## src/rtl/vga_sync_timer.sv

```systemverilog
// Raster timing source: pixel/line counters with sync, display-enable and
// single-cycle line/frame/vblank strobes for the downstream colouring stage.
module vga_sync_timer #(
    parameter int unsigned H_DISPLAY  = 640,
    parameter int unsigned H_FRONT    = 16,
    parameter int unsigned H_SYNC     = 96,
    parameter int unsigned H_BACK     = 48,
    parameter int unsigned V_DISPLAY  = 480,
    parameter int unsigned V_FRONT    = 10,
    parameter int unsigned V_SYNC     = 2,
    parameter int unsigned V_BACK     = 33,
    parameter logic        H_SYNC_POL = 1'b0,
    parameter logic        V_SYNC_POL = 1'b0
) (
    input  logic         i_clk,
    input  logic         i_reset,
    input  logic         i_pix_en,
    output logic         o_hsync,
    output logic         o_vsync,
    output logic         o_display_on,
    output logic [9:0]   o_hpos,
    output logic [9:0]   o_vpos,
    output logic         o_line_start,
    output logic         o_frame_start,
    output logic         o_vblank_start,
    output logic [7:0]   o_frame_count
);

    localparam int unsigned CNT_W   = 10;
    localparam int unsigned FC_W    = 8;
    localparam int unsigned H_TOTAL = H_DISPLAY + H_FRONT + H_SYNC + H_BACK;
    localparam int unsigned V_TOTAL = V_DISPLAY + V_FRONT + V_SYNC + V_BACK;

    localparam logic [CNT_W-1:0] H_MAX      = CNT_W'(H_TOTAL - 1);
    localparam logic [CNT_W-1:0] V_MAX      = CNT_W'(V_TOTAL - 1);
    localparam logic [CNT_W-1:0] H_VIS      = CNT_W'(H_DISPLAY);
    localparam logic [CNT_W-1:0] V_VIS      = CNT_W'(V_DISPLAY);
    localparam logic [CNT_W-1:0] HS_FIRST   = CNT_W'(H_DISPLAY + H_FRONT);
    localparam logic [CNT_W-1:0] HS_LAST    = CNT_W'(H_DISPLAY + H_FRONT + H_SYNC - 1);
    localparam logic [CNT_W-1:0] VS_FIRST   = CNT_W'(V_DISPLAY + V_FRONT);
    localparam logic [CNT_W-1:0] VS_LAST    = CNT_W'(V_DISPLAY + V_FRONT + V_SYNC - 1);

    logic [CNT_W-1:0] r_hpos;
    logic [CNT_W-1:0] r_vpos;
    logic [FC_W-1:0]  r_frame_count;

    logic w_h_last;
    logic w_v_last;
    logic w_h_visible;
    logic w_v_visible;
    logic w_hs_window;
    logic w_vs_window;
    logic w_strobe_en;
    logic w_at_line_head;

    assign w_h_last = (r_hpos == H_MAX);
    assign w_v_last = (r_vpos == V_MAX);

    // Position counters; everything holds while the pixel enable is low.
    always_ff @(posedge i_clk) begin
        if (i_reset) begin
            r_hpos        <= '0;
            r_vpos        <= '0;
            r_frame_count <= '0;
        end else if (i_pix_en) begin
            if (w_h_last) begin
                r_hpos <= '0;
                if (w_v_last) begin
                    r_vpos        <= '0;
                    r_frame_count <= r_frame_count + FC_W'(1);
                end else begin
                    r_vpos <= r_vpos + CNT_W'(1);
                end
            end else begin
                r_hpos <= r_hpos + CNT_W'(1);
            end
        end
    end

    // Zero-latency decode of the registered position.
    assign w_h_visible    = (r_hpos < H_VIS);
    assign w_v_visible    = (r_vpos < V_VIS);
    assign w_hs_window    = (r_hpos >= HS_FIRST) && (r_hpos <= HS_LAST);
    assign w_vs_window    = (r_vpos >= VS_FIRST) && (r_vpos <= VS_LAST);
    assign w_strobe_en    = i_pix_en && !i_reset;
    assign w_at_line_head = (r_hpos == '0);

    // Level outputs are forced inactive while reset is held.
    assign o_hsync        = (w_hs_window && !i_reset) ? H_SYNC_POL : ~H_SYNC_POL;
    assign o_vsync        = (w_vs_window && !i_reset) ? V_SYNC_POL : ~V_SYNC_POL;
    assign o_display_on   = w_h_visible && w_v_visible && !i_reset;

    // Strobes fire only on the enabled cycle, so each position visit yields one pulse.
    assign o_line_start   = w_strobe_en && w_at_line_head;
    assign o_frame_start  = w_strobe_en && w_at_line_head && (r_vpos == '0);
    assign o_vblank_start = w_strobe_en && w_at_line_head && (r_vpos == V_VIS);

    assign o_hpos         = r_hpos;
    assign o_vpos         = r_vpos;
    assign o_frame_count  = r_frame_count;

endmodule

```

## config.mk

```make
export PLATFORM = sky130hd
export DESIGN_NAME = vga_sync_timer
export DESIGN_NICKNAME = d
export VERILOG_FILES = /design/src/rtl/vga_sync_timer.sv
export SDC_FILE = /design/constraint.sdc
export NUM_CORES = 1
export LEC_CHECK = 0
export ABC_AREA = 1
export CAP_MARGIN = 20
export CELL_PAD_IN_SITES_DETAIL_PLACEMENT = 1
export CELL_PAD_IN_SITES_GLOBAL_PLACEMENT = 1
export CORE_MARGIN = 2
export CORE_UTILIZATION = 35
export DETAILED_ROUTE_END_ITERATION = 8
export HOLD_SLACK_MARGIN = 0.02
export PLACE_DENSITY = 0.78
export SETUP_SLACK_MARGIN = 0.4
export SYNTH_ARGS = -nofsm -noshare
export SYNTH_HDL_FRONTEND = slang
export SYNTH_SLANG_ARGS = --single-unit
```

## constraint.sdc

```tcl
create_clock -name i_clk -period 1.53 [get_ports i_clk]
set_input_delay 0.153 -clock i_clk [delete_from_list [all_inputs] [get_ports i_clk]]
set_output_delay 0.153 -clock i_clk [all_outputs]
set_load 0.01 [all_outputs]
```

After elaboration in Yosys (flattened, before gate mapping)
Cells that the tools add are included.
W data, S select, Z words.
{ "word_totals": {"register_bits": 28, "inputBits": 3, "output_inout_bits": 34, "elab_cells": 34} }
{ "op_classes": {"addsub": 3, "magnitude_cmp": 6, "n_eq_ne": 3, "mux": 4, "reduce_logical": 15} }
{ "op_table": {"columns": ["operator", "count"], "rows": [
  ["$add A10 B1 Y10 const B", 2],
  ["$eq A10 B10 Y1 const B", 2],
  ["$logic_not A10 Y1", 2],
  ["$mux W10", 2],
  ["$eq A10 B9 Y1 const B", 1],
  ["$ge A10 B10 Y1 const B", 1],
  ["$ge A10 B9 Y1 const B", 1],
  ["$le A10 B10 Y1 const B", 1],
  ["$le A10 B9 Y1 const B", 1],
  ["$logic_and A1 B1 Y1", 10],
  ["$lt A10 B10 Y1 const B", 1],
  ["$lt A10 B9 Y1 const B", 1],
  ["$add A8 B1 Y8 const B", 1],
  ["$reduce_and A3 Y1", 1],
  ["$mux W1", 2],
  ["$reduce_and A2 Y1", 1],
  ["$logic_not A1 Y1", 1]
]} }

Longest topological paths before layout
Gate-level depths: netlist (run 1).
{ "logic_depth": {"depth_word": 4, "mapped_depth": 10, "depth_no_buf": 9} }

Worst setup path before layout (run 1)
Ideal clock, no wire load.
{ "synth_path": {"path_type": "reg-to-reg", "start": "register r_hpos[0], in the netlist o_hpos[0]", "end": "register r_vpos[4], in the netlist o_vpos[4]", "setup_ns": 0.109, "arrival_ns": 1.297, "t_required_ns": 1.421, "path_slack_ns": 0.124, "stages_incl_launch_ff": 10, "path_buffers": 1, "period_less_slack_ns": 1.406, "path_cell_list": "dfxtp_1 ha_1 nand3_1 inv_1 nand3_4 buf_6 o21ai_1 nand2_1 nand2_1 inv_1"} }
{ "synth_between": {"elab_chain_cells": 2} }
{ "synth_rtl": {"columns": ["item", "line_no", "rtl"], "rows": [
  ["start, declared", "43", "logic [CNT_W-1:0] r_hpos;"],
  ["start signal, assigned", "75", "r_hpos <= r_hpos + CNT_W'(1);"],
  ["$eq A10 B10 Y1", "56", "assign w_h_last = (r_hpos == H_MAX);"],
  ["$reduce_and A2 Y1 (no line)", null, null],
  ["end signal, assigned", "72", "r_vpos <= r_vpos + CNT_W'(1);"],
  ["end, declared", "44", "logic [CNT_W-1:0] r_vpos;"]
]} }
Every way passes these cells.
A chain may end at the register's enable or synchronous reset.

Worst setup path in the final report (run 1)
{ "layout_path": {"start": "register r_vpos[1], in the netlist o_vpos[1]", "end": "output port o_frame_start"} }
{ "layout_between": {"elab_chain_cells": 2} }
{ "layout_rtl": {"columns": ["item", "line_no", "rtl"], "rows": [
  ["$logic_not A10 Y1", "95", "assign o_frame_start = w_strobe_en && w_at_line_head && (r_vpos == '0);"],
  ["$logic_and A1 B1 Y1", "95", null],
  ["end, declared", "24", "output logic o_frame_start,"]
]} }
Every way passes these cells.

==> results of run 1 <==
sequential cells by signal, indices dropped and copies added (netlist names):
signal,flops
o_frame_count,8
o_hpos,10
o_vpos,10
power by group:
group | internal (mW) | leakage, nW | switching, mW | total (mW)
logic | 0.0981 | 1.20 | 0.101 | 0.200
registers | 0.717 | 0.243 | 0.00479 | 0.721
clock network | 0.232 | 0.0288 | 0.291 | 0.523
total | 1.05 | 1.47 | 0.398 | 1.44
stage by stage:
stage	TNS, ps	setup WS, ps	hold WS (ps)	power (mW)	std cells
3_5_place_dp	-4620	-328	502	0.862	387
6_report	-1600	-330	390	1.44	416
3_3_place_gp	-3940	-310	482	0.860	387
4_1_cts	-387	-153	368	1.38	405
2_1_floorplan	0	223	451	0.803	255
5_1_grt	-2550	-366	391	1.47	416
logic make-up (layout without fill, tap and decap cells):
family / Yosys count / after routing
flip-flops: 28 / 28
buffers and inverters: 41 / 146
multiplexers: 1 / 1
AO/OA/AOI/OAI: 24 / 24
other: 0 / 1
XOR/XNOR: 6 / 6
AND/OR/NAND/NOR: 150 / 151
adder cells (fa/ha/maj): 5 / 5
worst min-delay path by stage:
stage                       end  slack, ps  cells past startpoint
2_1_floorplan         o_hpos[1]        450                      3
3_3_place_gp   o_frame_count[7]        480                      2
3_5_place_dp   o_frame_count[4]        500                      2
4_1_cts               o_hpos[2]        370                      3
5_1_grt               o_hpos[4]        390                      3
6_report              o_hpos[2]        390                      3
layer usage:
metal	vias to the layer above	global-route usage [%]
met1	1159	35.8
met2	96	57.7
met4	0	5.45
met5	-	0
li1	1030	-
met3	39	3.02
critical path, cell delays in order, from the launching register on:
cell and delay (ps):
dfxtp_4 380, inv_4 70, ha_4 170, nand2_1 80, nor2_1 210, nand4_1 220, nor2_4 160, buf_6 110
cell type report:
cell class | instances | area share (%)
multi-input combinational | 187 | 44.5
timing repair buffer | 105 | 28.3
sequential | 28 | 18.5
inverter | 37 | 5.08
tap | 54 | 2.00
clock buffer | 4 | 1.63
antenna | 1 | 0.0741
cell usage in the layout (no fill, tap or decap), types with 10 or more instances in the layout:
| master | Yosys | final |
|---|---|---|
| a21oi_2 | 0 | 13 |
| buf_2 | 0 | 15 |
| buf_4 | 1 | 33 |
| buf_6 | 1 | 41 |
| dfxtp_2 | 0 | 17 |
| dfxtp_4 | 0 | 11 |
| inv_1 | 34 | 23 |
| nand2_1 | 70 | 41 |
| nand2_2 | 2 | 13 |
| nand2_4 | 0 | 16 |
| nand4_1 | 10 | 10 |
| nor2_1 | 35 | 19 |
| nor2_4 | 2 | 14 |
repair_timing:
action                                  4_1_cts  5_1_grt
hold buffers                                  0        0
buffers inserted                             13       10
pin swaps                                    34       33
endpoints found under the setup margin       62       48
cloned                                        1        0
resized for setup                           222       85
==> metrics.md, run 1 <==
| Metric | Value |
|---|---|
| Run status | `finished, violations left` |
| Failing checks | `negative setup slack` |
| Layout cells sized above 1 | `roughly 65%` |
| Crit path from | `o_vpos[1]` |
| Relative slew slack | `approximately 77%` |
| HP Start | `i_reset` |
| Dominant combinational cell family by area after synthesis | `simple AND/OR/NAND/NOR gates` |
| Synth Area in Compound Gates | `7.95%` |
| Mapped Area | `between 1500 and 2000 um^2` |
| Mux contribution to synthesized area | `0.594%` |
| Vias per cell | `around 5.6` |
| Final wirelength | `10.1 mm` |
| Leading area contributor after synthesis | `dfxtp_1` |
| Die height | `73.4 um` |
| Placed Area | `2550 um^2` |
| I/O Buffers | `36` |
| Worst Setup End Kind | `primary output` |
| EDFF count, synth | `0` |
| Drt pass-1 iters | `4` |
| Simple-Gate Fraction of Synth Area | `41.5%` |
| Final instance area | `approximately 3400 um^2` |
| Critical path peak fanout | `2` |
| 1st-iter DRT viols | `approximately 110` |
| Max Cap Viol | `0` |
| DPL Wire Length | `4.19 mm` |
| Slew @ Worst Pin | `between 300 and 400 ps` |
| Uppermost layer routed | `met4` |
| Ys Warns | `0` |
| Global-route wire length before repair | `between 10 and 15 mm` |
| CP startpoint kind | `flip-flop` |
| # fillers | `505` |
| CTS sink count | `28` |
| Final setup violation count | `17` |
| Initial Utilization | `a little over a third` |
| Power Dens Cells | `428 nW/um^2` |
| FF-to-FF setup slack | `-130 ps` |
| Setup Skew | `~18 ps` |
| Period utilisation layout | `122%` |
| Largest cells by area after synthesis | `dfxtp_1, nand2_1, nor2_1` |
| Minimum clock period after layout | `1860 ps` |
| Final Max Slew Viols | `0` |
| R2r endpoint | `o_vpos[9]` |
| Seq/Total Area, Yosys | `33.3%` |
| Achievable Freq | `about 540 MHz` |
| Syn Inst Count | `255` |
| Worst min path class | `input pin to flip-flop` |
| #FFs+latches synth | `28` |
| Most frequent cells after synthesis | `nand2_1, nor2_1, inv_1` |
| Critical Path RT | `roughly 1400 ps` |
| Vias in the first global route | `2290` |
| Multi-input gate area | `roughly 1500 um^2` |
| Io pins | `37` |
| Initial antenna violation count | `1` |
| CP arrival | `1710 ps` |
| H-tree levels | `1` |
| Post-synthesis adder-cell area fraction | `3.71%` |
| Die ar. | `5380 um^2` |
| Register Area | `623 um^2` |
| Die W | `~73 um` |
| GP Congestion | `slightly above 0.8` |
| CTS tree | `built` |
| Reg-to-Reg Start | `o_hpos[8]` |
| Max VDD drop | `0.000370 V` |
| Crit path capture | `o_frame_start` |
| Overall routing resource usage | `between 20 and 30%` |
| Post-synth ARST share | `0%` |
| M1 WL | `just under 4 mm` |
| Kind of critical path | `flip-flop to primary output` |
| Main synth FF type | `dfxtp_1` |
| Syn avg cell area | `between 6 and 7 um^2` |
| Root Driver | `clkbuf_8` |
| Grt ovf | `0` |
| Count leader, synth | `nand2_1` |
| Worst-path clk slew | `130 ps` |
| Syn nets | `263` |
| Slack of the critical path | `-330 ps` |
| Skew-Pair Late Insertion Delay | `~300 ps` |
| Vias | `around 2300` |
| # rows | `25` |
| Met3 wire len | `443 um` |
| RSZ-0062 raised after global routing | `true` |
| Area growth from synthesis to final layout | `101%` |
| Final Hold Fails | `0` |
| Post-route DRC | `0` |
| Distinct cells, synth | `30` |
| Clock Path Buffers | `2` |
| WL/cell | `24.2 um` |
| Worst Reg-to-Reg Cells | `9` |
| Top cell type's share of synthesized area | `33.3%` |
| Leakage dissipation | `1.47 nW` |
| Met2 routed WL | `~5.4 mm` |
| Post-detailed-route count of antenna-violating nets | `0` |
| Core box area | `4690 um^2` |
| Synth Area in XOR/XNOR | `3.12%` |
| Fin util | `around 72%` |
| Fin nets | `370` |
| Largest net degree at the start of global routing | `16` |
| CTS buffer count | `3` |
(Power assumes the default switching activity.)
==> run 2: changes to the inputs <==
--- a/config.mk
+++ b/config.mk
@@ -10,10 +10,11 @@
 export CELL_PAD_IN_SITES_DETAIL_PLACEMENT = 1
 export CELL_PAD_IN_SITES_GLOBAL_PLACEMENT = 1
 export CORE_MARGIN = 2
-export CORE_UTILIZATION = 35
+export CORE_UTILIZATION = 36
+export CTS_BUF_LIST = sky130_fd_sc_hd__clkbuf_4
 export DETAILED_ROUTE_END_ITERATION = 8
 export HOLD_SLACK_MARGIN = 0.02
-export PLACE_DENSITY = 0.78
+export PLACE_DENSITY = 0.91
 export SETUP_SLACK_MARGIN = 0.4
 export SYNTH_ARGS = -nofsm -noshare
 export SYNTH_HDL_FRONTEND = slang
==> metrics.md, run 2 <==
| Metric | Value |
|---|---|
| Largest cells by area after synthesis | `dfxtp_1, nand2_1, nor2_1` |
| Post-synth ARST share | `0%` |
| First error message | `[ERROR DPL-0033] detailed placement checks failed during check placement.` |
| # rows | `24` |
| Syn nets | `263` |
| Stopped at | `global routing (5_1_grt)` |
| Count leader, synth | `nand2_1` |
| CTS sink count | `28` |
| I/O Buffers | `36` |
| CTS buffer count | `3` |
| Run status | `did not finish` |
| GP Congestion | `a little over 0.8` |
| Syn avg cell area | `6.60 um^2` |
| Hold buffers post-CTS | `0` |
| Worst EP Category | `output port` |
| Distinct cells, synth | `30` |
| Most frequent cells after synthesis | `nand2_1, nor2_1, inv_1` |
| Initial antenna violation count | `0` |
| Post-Place Setup Slack | `-354 ps` |
| Syn Inst Count | `roughly 260` |
| Die height | `between 70 and 80 um` |
| Initial Utilization | `between 30% and 40%` |
| DPL Wire Length | `between 4 and 5 mm` |
| Mapped Area | `1680 um^2` |
| EDFF count, synth | `0` |
| Root Driver | `clkbuf_4` |
| GRT worst endpoint | `o_vblank_start` |
| Clock Path Buffers | `2` |
| Die W | `between 70 and 80 um` |
| H-tree levels | `1` |
| #FFs+latches synth | `28` |
| Largest net degree at the start of global routing | `15` |
| Seq/Total Area, Yosys | `between 30% and 40%` |
| Main synth FF type | `dfxtp_1` |
| Io pins | `37` |
| Top cell type's share of synthesized area | `33.3%` |
| Leading area contributor after synthesis | `dfxtp_1` |
| Ys Warns | `0` |
## run 2: cell counts after synthesis
Identical to the previous run, type by type.
## run 2: logic make-up after synthesis
kind of cell	Yosys count	share of synthesized area (%)
multiplexers	1	0.594
flip-flops	28	33.3
AND/OR/NAND/NOR	150	41.5
adder cells (fa/ha/maj)	5	3.71
XOR/XNOR	6	3.12
buffers and inverters	41	9.81
AO/OA/AOI/OAI	24	7.95
## run 2: what timing repair did
item                                    CTS
resized for setup                       249
gates cloned                              1
buffers inserted                         23
pin swaps                                37
endpoints found under the setup margin   62
## run 2: through the flow
stage               hold WS [ps]  cells  cell area (um^2)
CTS                          494    413              3110
detailed placement           497    386              2540
global placement             481    386              2540
floorplan                    451    255              1790
==> run 3: changes to the inputs <==
==> config.mk (replaced) <==
export PLATFORM = sky130hd
export DESIGN_NAME = vga_sync_timer
export DESIGN_NICKNAME = d
export VERILOG_FILES = /design/src/rtl/vga_sync_timer.sv
export SDC_FILE = /design/constraint.sdc
export NUM_CORES = 1
export LEC_CHECK = 0
export ABC_AREA = 1
export CAP_MARGIN = 20
export CORE_MARGIN = 2
export CORE_UTILIZATION = 35
export DETAILED_ROUTE_END_ITERATION = 8
export PLACE_DENSITY_LB_ADDON = 0.15
export SYNTH_ARGS = -nofsm -noshare
export SYNTH_HDL_FRONTEND = slang
export SYNTH_SLANG_ARGS = --single-unit
==> metrics.md, run 3 (synthesized netlist as in run 1, its figures left out) <==
| Metric | Value |
|---|---|
| Run status | `finished, violations left` |
| Failing checks | `negative setup slack` |
| Worst min path class | `input pin to flip-flop` |
| Reg-to-Reg Start | `o_hpos[0]` |
| Global-route wire length before repair | `7.16 mm` |
| Met2 routed WL | `2.23 mm` |
| Most common cell after layout, fill and taps aside | `nand2_1` |
| Worst-path clk slew | `100 ps` |
| Relative slew slack | `83.0%` |
| Period utilisation layout | `103%` |
| Minimum clock period after layout | `1580 ps` |
| # rows | `25` |
| CTS tree | `built` |
| Final instance area | `~2700 um^2` |
| Die height | `73.4 um` |
| Final Max Slew Viols | `0` |
| Final setup violation count | `2` |
| CTS buffer count | `3` |
| Final Hold Fails | `0` |
| Post-route DRC | `0` |
| CTS sink count | `28` |
| Post-detailed-route count of antenna-violating nets | `0` |
| Worst Reg-to-Reg Cells | `10` |
| Achievable Freq | `635 MHz` |
| GP Congestion | `around 0.84` |
| Part of the power in registers | `55.0%` |
| Crit path capture | `o_vblank_start` |
| Hold buffers post-CTS | `0` |
| R2r endpoint | `o_vpos[2]` |
| Core box area | `4690 um^2` |
| Worst Setup End Kind | `primary output` |
| Root Driver | `clkbuf_8` |
| Area growth from synthesis to final layout | `59.5%` |
| Switch share | `23.8%` |
| RSZ-0062 raised after global routing | `true` |
| Max VDD drop | `0.000429 V` |
| Die W | `73.4 um` |
| Crit-path cells | `or2_4 -> nor2_2 -> nand4_1 -> nor2_2 -> inv_1 -> nor2_1 -> buf_2` |
| Slowest cell delay on critical path | `330 ps` |
| Initial Utilization | `35.9%` |
| CP max stage cell | `dfxtp_2` |
| Skew-Pair Late Insertion Delay | `290 ps` |
| Uppermost layer routed | `met4` |
| N_diodes | `0` |
| Largest net degree at the start of global routing | `16` |
| Most used cell, CP | `nor2_2` |
| Clock Path Buffers | `2` |
| TNS Setup | `-89.8 ps` |
| Max Cap Viol | `0` |
| Setup Skew | `around 10 ps` |
| Io pins | `37` |
| Fin nets | `353` |
| Slew @ Worst Pin | `between 200 and 300 ps` |
| Initial antenna violation count | `0` |
| Leakage dissipation | `1.18 nW` |
| I/O Buffers | `36` |
| Final wirelength | `4.63 mm` |
| Met3 wire len | `189 um` |
| CP arrival | `about 1400 ps` |
| 1st-iter DRT viols | `between 100 and 150` |
| CP startpoint kind | `flip-flop` |
| WL/cell | `11.6 um` |
| Clock power frac | `36.8%` |
| Vias in the first global route | `roughly 1600` |
| Worst hold slack | `between 300 and 400 ps` |
| Die ar. | `5380 um^2` |
| Drt pass-1 iters | `4` |
| H-tree levels | `1` |
| Gate power share | `between 8 and 9%` |
| Placed Area | `between 2000 and 2500 um^2` |
| FF-to-FF setup slack | `70 ps` |
| Grt ovf | `0` |
| Vias per cell | `4.74` |
| Crit path from | `o_hpos[8]` |
| Kind of critical path | `flip-flop to primary output` |
| Int Power | `slightly above 1 mW` |
| Critical path peak fanout | `2` |
| Slack of the critical path | `-45.4 ps` |
| Leading cell types in the layout, fill and taps excluded | `nand2_1, buf_4, nor2_1` |
| Power Dens Cells | `approximately 500 nW/um^2` |
| Critical Path RT | `1380 ps` |
| M1 WL | `2.19 mm` |
| Post-Place Setup Slack | `-333 ps` |
| Switching Power | `0.318 mW` |
| Overall routing resource usage | `between 10% and 20%` |
| Layout cells sized above 1 | `33.4%` |
| DPL Wire Length | `about 3.3 mm` |
| Vias | `around 1900` |
==> run 3: area by class of cell <==
| cell class | count | area, um^2 |
|---|---|---|
| tap | 54 | 67.6 |
| sequential | 28 | 578 |
| inverter | 37 | 144 |
| multi-input combinational | 187 | 1080 |
| timing repair buffer | 88 | 766 |
| clock buffer | 4 | 55.1 |
| fill | 457 | 2010 |
==> run 3: worst min-delay path by stage <==
| stage | end | start | cells past startpoint |
|---|---|---|---|
| 4_1_cts | o_frame_count[7] | o_frame_count[7] | 2 |
| 5_1_grt | o_hpos[1] | i_pix_en | 4 |
| 3_3_place_gp | o_frame_count[7] | o_frame_count[7] | 2 |
| 2_1_floorplan | o_hpos[1] | i_pix_en | 3 |
| 6_report | o_hpos[0] | i_pix_en | 4 |
| 3_5_place_dp | o_frame_count[7] | o_frame_count[7] | 2 |
==> run 3: through the flow <==
stage	cells	power, mW	util, %
floorplan	255	0.798	-
global placement	389	0.853	52.4
detailed placement	389	0.853	52.4
CTS	393	1.34	53.8
global route	398	1.38	57.3
finish	398	1.34	57.3
==> run 3: power groups by stage <==
stage,Combinational (mW),Clock (mW),Sequential (mW)
6_report,0.110,0.492,0.735
5_1_grt,0.120,0.526,0.736
2_1_floorplan,0.0403,0,0.757
4_1_cts,0.102,0.505,0.736
3_5_place_dp,0.101,0,0.752
3_3_place_gp,0.101,0,0.752
==> run 3: what timing repair did <==
item	in CTS	in global routing
buffers inserted	0	4
cloned	0	1
resized for setup	34	44
pin swaps	4	15
endpoints found under the setup margin	7	31
==> run 3: worst max-delay path, delay by kind of cell (launching register included) <==
kind / cells / cell delay (ps)
flip-flops: 1 / 330
buffers and inverters: 2 / 200
AND/OR/NAND/NOR: 5 / 630
==> run 3: routing by layer <==
| metal | vias up | track usage, % |
|---|---|---|
| met2 | 38 | 28.8 |
| met3 | 2 | 3.29 |
| met5 | - | 0 |
| li1 | 999 | - |
| met4 | 0 | 3.64 |
| met1 | 848 | 21.8 |
==> run 4: changes to the inputs <==
--- a/config.mk
+++ b/config.mk
@@ -11,6 +11,7 @@
 export CORE_UTILIZATION = 35
 export DETAILED_ROUTE_END_ITERATION = 8
 export PLACE_DENSITY_LB_ADDON = 0.15
+export SETUP_SLACK_MARGIN = 0.2
 export SYNTH_ARGS = -nofsm -noshare
 export SYNTH_HDL_FRONTEND = slang
 export SYNTH_SLANG_ARGS = --single-unit
==> metrics.md, run 4 (synthesized netlist as in run 1, its figures left out) <==
| Metric | Value |
|---|---|
| CTS tree | `built` |
| Critical path peak fanout | `2` |
| Vias per cell | `approximately 4.7` |
| Power Dens Cells | `493 nW/um^2` |
| Vias in the first global route | `approximately 1900` |
| Slack of the critical path | `-69.3 ps` |
| Failing checks | `negative setup slack` |
| WL/cell | `between 10 and 15 um` |
| Io pins | `37` |
| Multi-input gate area | `1270 um^2` |
| RSZ-0062 raised after global routing | `true` |
| Final wirelength | `4.74 mm` |
| Largest net degree at the start of global routing | `17` |
| Initial Utilization | `a little over a third` |
| Global-route wire length before repair | `approximately 8 mm` |
| HP Start | `o_frame_count[6]` |
| Post-route DRC | `0` |
| Achievable Freq | `625 MHz` |
| Final Max Slew Viols | `0` |
| DPL Wire Length | `around 3.4 mm` |
| Worst-path clk slew | `110 ps` |
| GP Congestion | `0.815` |
| Clock Path Buffers | `2` |
| Kind of critical path | `flip-flop to primary output` |
| Period utilisation layout | `105%` |
| Max Cap Viol | `0` |
| Final setup violation count | `3` |
| TNS Setup | `-161 ps` |
| N_diodes | `0` |
| Run status | `finished, violations left` |
| Worst min path class | `flip-flop to flip-flop` |
| Root Driver | `clkbuf_8` |
| CP arrival | `roughly 1500 ps` |
| Minimum clock period after layout | `approximately 1600 ps` |
| Drt pass-1 iters | `4` |
| Critical Path RT | `1380 ps` |
| Crit path from | `o_hpos[9]` |
| Setup Skew | `6.65 ps` |
| # rows | `25` |
| Placed Area | `around 2500 um^2` |
| H-tree levels | `1` |
| Initial antenna violation count | `0` |
| Vias | `1909` |
| Worst Setup End Kind | `primary output` |
| Reg-to-Reg Start | `o_hpos[7]` |
| Area growth from synthesis to final layout | `78.0%` |
| I/O Buffers | `36` |
| Leakage dissipation | `between 1 and 1.5 nW` |
| CTS buffer count | `3` |
| Switching Power | `between 0.3 and 0.4 mW` |
| Overall routing resource usage | `19.2%` |
| Total power | `1.48 mW` |
| Slew @ Worst Pin | `291 ps` |
| # fillers | `413` |
| Crit path capture | `o_line_start` |
| R2r endpoint | `o_frame_count[6]` |
| FF-to-FF setup slack | `30 ps` |
| Layout cells sized above 1 | `47.6%` |
| Final instance area | `3000 um^2` |
| Most common cell after layout, fill and taps aside | `nand2_1` |
| Die height | `about 73 um` |
| CTS sink count | `28` |
| Leading cell types in the layout, fill and taps excluded | `nand2_1, buf_4, dlygate4sd2_1` |
| Relative slew slack | `80.5%` |
| Worst Reg-to-Reg Cells | `9` |
| Clock power frac | `between 40% and 50%` |
| Final Hold Fails | `0` |
| Core box area | `4690 um^2` |
| 1st-iter DRT viols | `71` |
| Fin nets | `362` |
| Post-detailed-route count of antenna-violating nets | `0` |
| Skew-Pair Late Insertion Delay | `280 ps` |
| Grt ovf | `0` |
| Max VDD drop | `0.000332 V` |
| Die W | `73.4 um` |
| Part of the power in registers | `49.5%` |
| Int Power | `1.15 mW` |
| Gate power share | `9.4%` |
| CP startpoint kind | `flip-flop` |
| Switch share | `~22%` |
| Fin util | `63.9%` |
| Register Area | `approximately 590 um^2` |
| Die ar. | `around 5400 um^2` |
[run 4: changes by cell type in the layout (fill, tap and decap cells not counted), moves of 5 or more]
cell             previous run  this run
a21oi_2                     2        10
a21oi_1                    12         4
dfxtp_2                    11        16
nand2_2                     6        11
dfxtp_1                    16         9
buf_6                       6        13
clkdlybuf4s50_1            27         1
nor2_1                     31        26
nand2_1                    65        51
dlygate4sd2_1               0        29
nand2_4                     0         8
[run 4: area by class of cell]
class	count	area share [%]
Clock buffer	3	1.38
Sequential cell	28	19.7
Timing Repair Buffer	97	28.1
Multi-Input combinational cell	187	42.4
Clock inverter	1	1.00
Inverter	37	5.05
Tap cell	54	2.25
[run 4: what timing repair did]
item	in CTS	in global routing
hold buffers	0	0
gates resized for setup	147	30
pin swaps	33	18
gates cloned	2	0
endpoints found under the setup margin	60	32
setup buffers	7	3
[run 4: worst min path at each step]
stage	slack (ps)	endpoint	cells past startpoint
final	500	o_frame_count[6]	2
after global routing	520	o_frame_count[0]	2
after CTS	480	o_vpos[5]	3
after detailed placement	490	o_frame_count[7]	2
after global placement	480	o_frame_count[7]	2
after floorplan	450	o_hpos[1]	3
[run 4: metal layers]
metal  vias up  wire length, um  global-route usage (%)
met5         -                0                       0
met3         4              196                    1.78
met4         0               52                    5.86
li1       1012                -                       -
met1       860             2100                    23.8
met2        33             2390                    34.9
[run 4: worst max-delay path, stage by stage (launching register included)]
cell and delay, ps:
dfxtp_2 340, or2_4 250, nor2_4 80, nand4_1 90, nor2_2 110, buf_4 120, buf_6 90, buf_6 90
[run 4: power by group through the flow]
stage	Combinational (mW)	Clock [mW]	Sequential [mW]
final	0.139	0.607	0.732
after global routing	0.149	0.642	0.733
after CTS	0.124	0.632	0.732
after detailed placement	0.109	0	0.754
after global placement	0.110	0	0.754
after floorplan	0.0414	0	0.758
[run 4: metrics by stage]
step | hold WS [ps] | std cells | setup slack (ps)
after floorplan | 452 | 255 | 179
after global placement | 485 | 391 | -282
after detailed placement | 489 | 391 | -294
after CTS | 483 | 404 | -134
after global routing | 523 | 407 | -170
final | 496 | 407 | -69.3
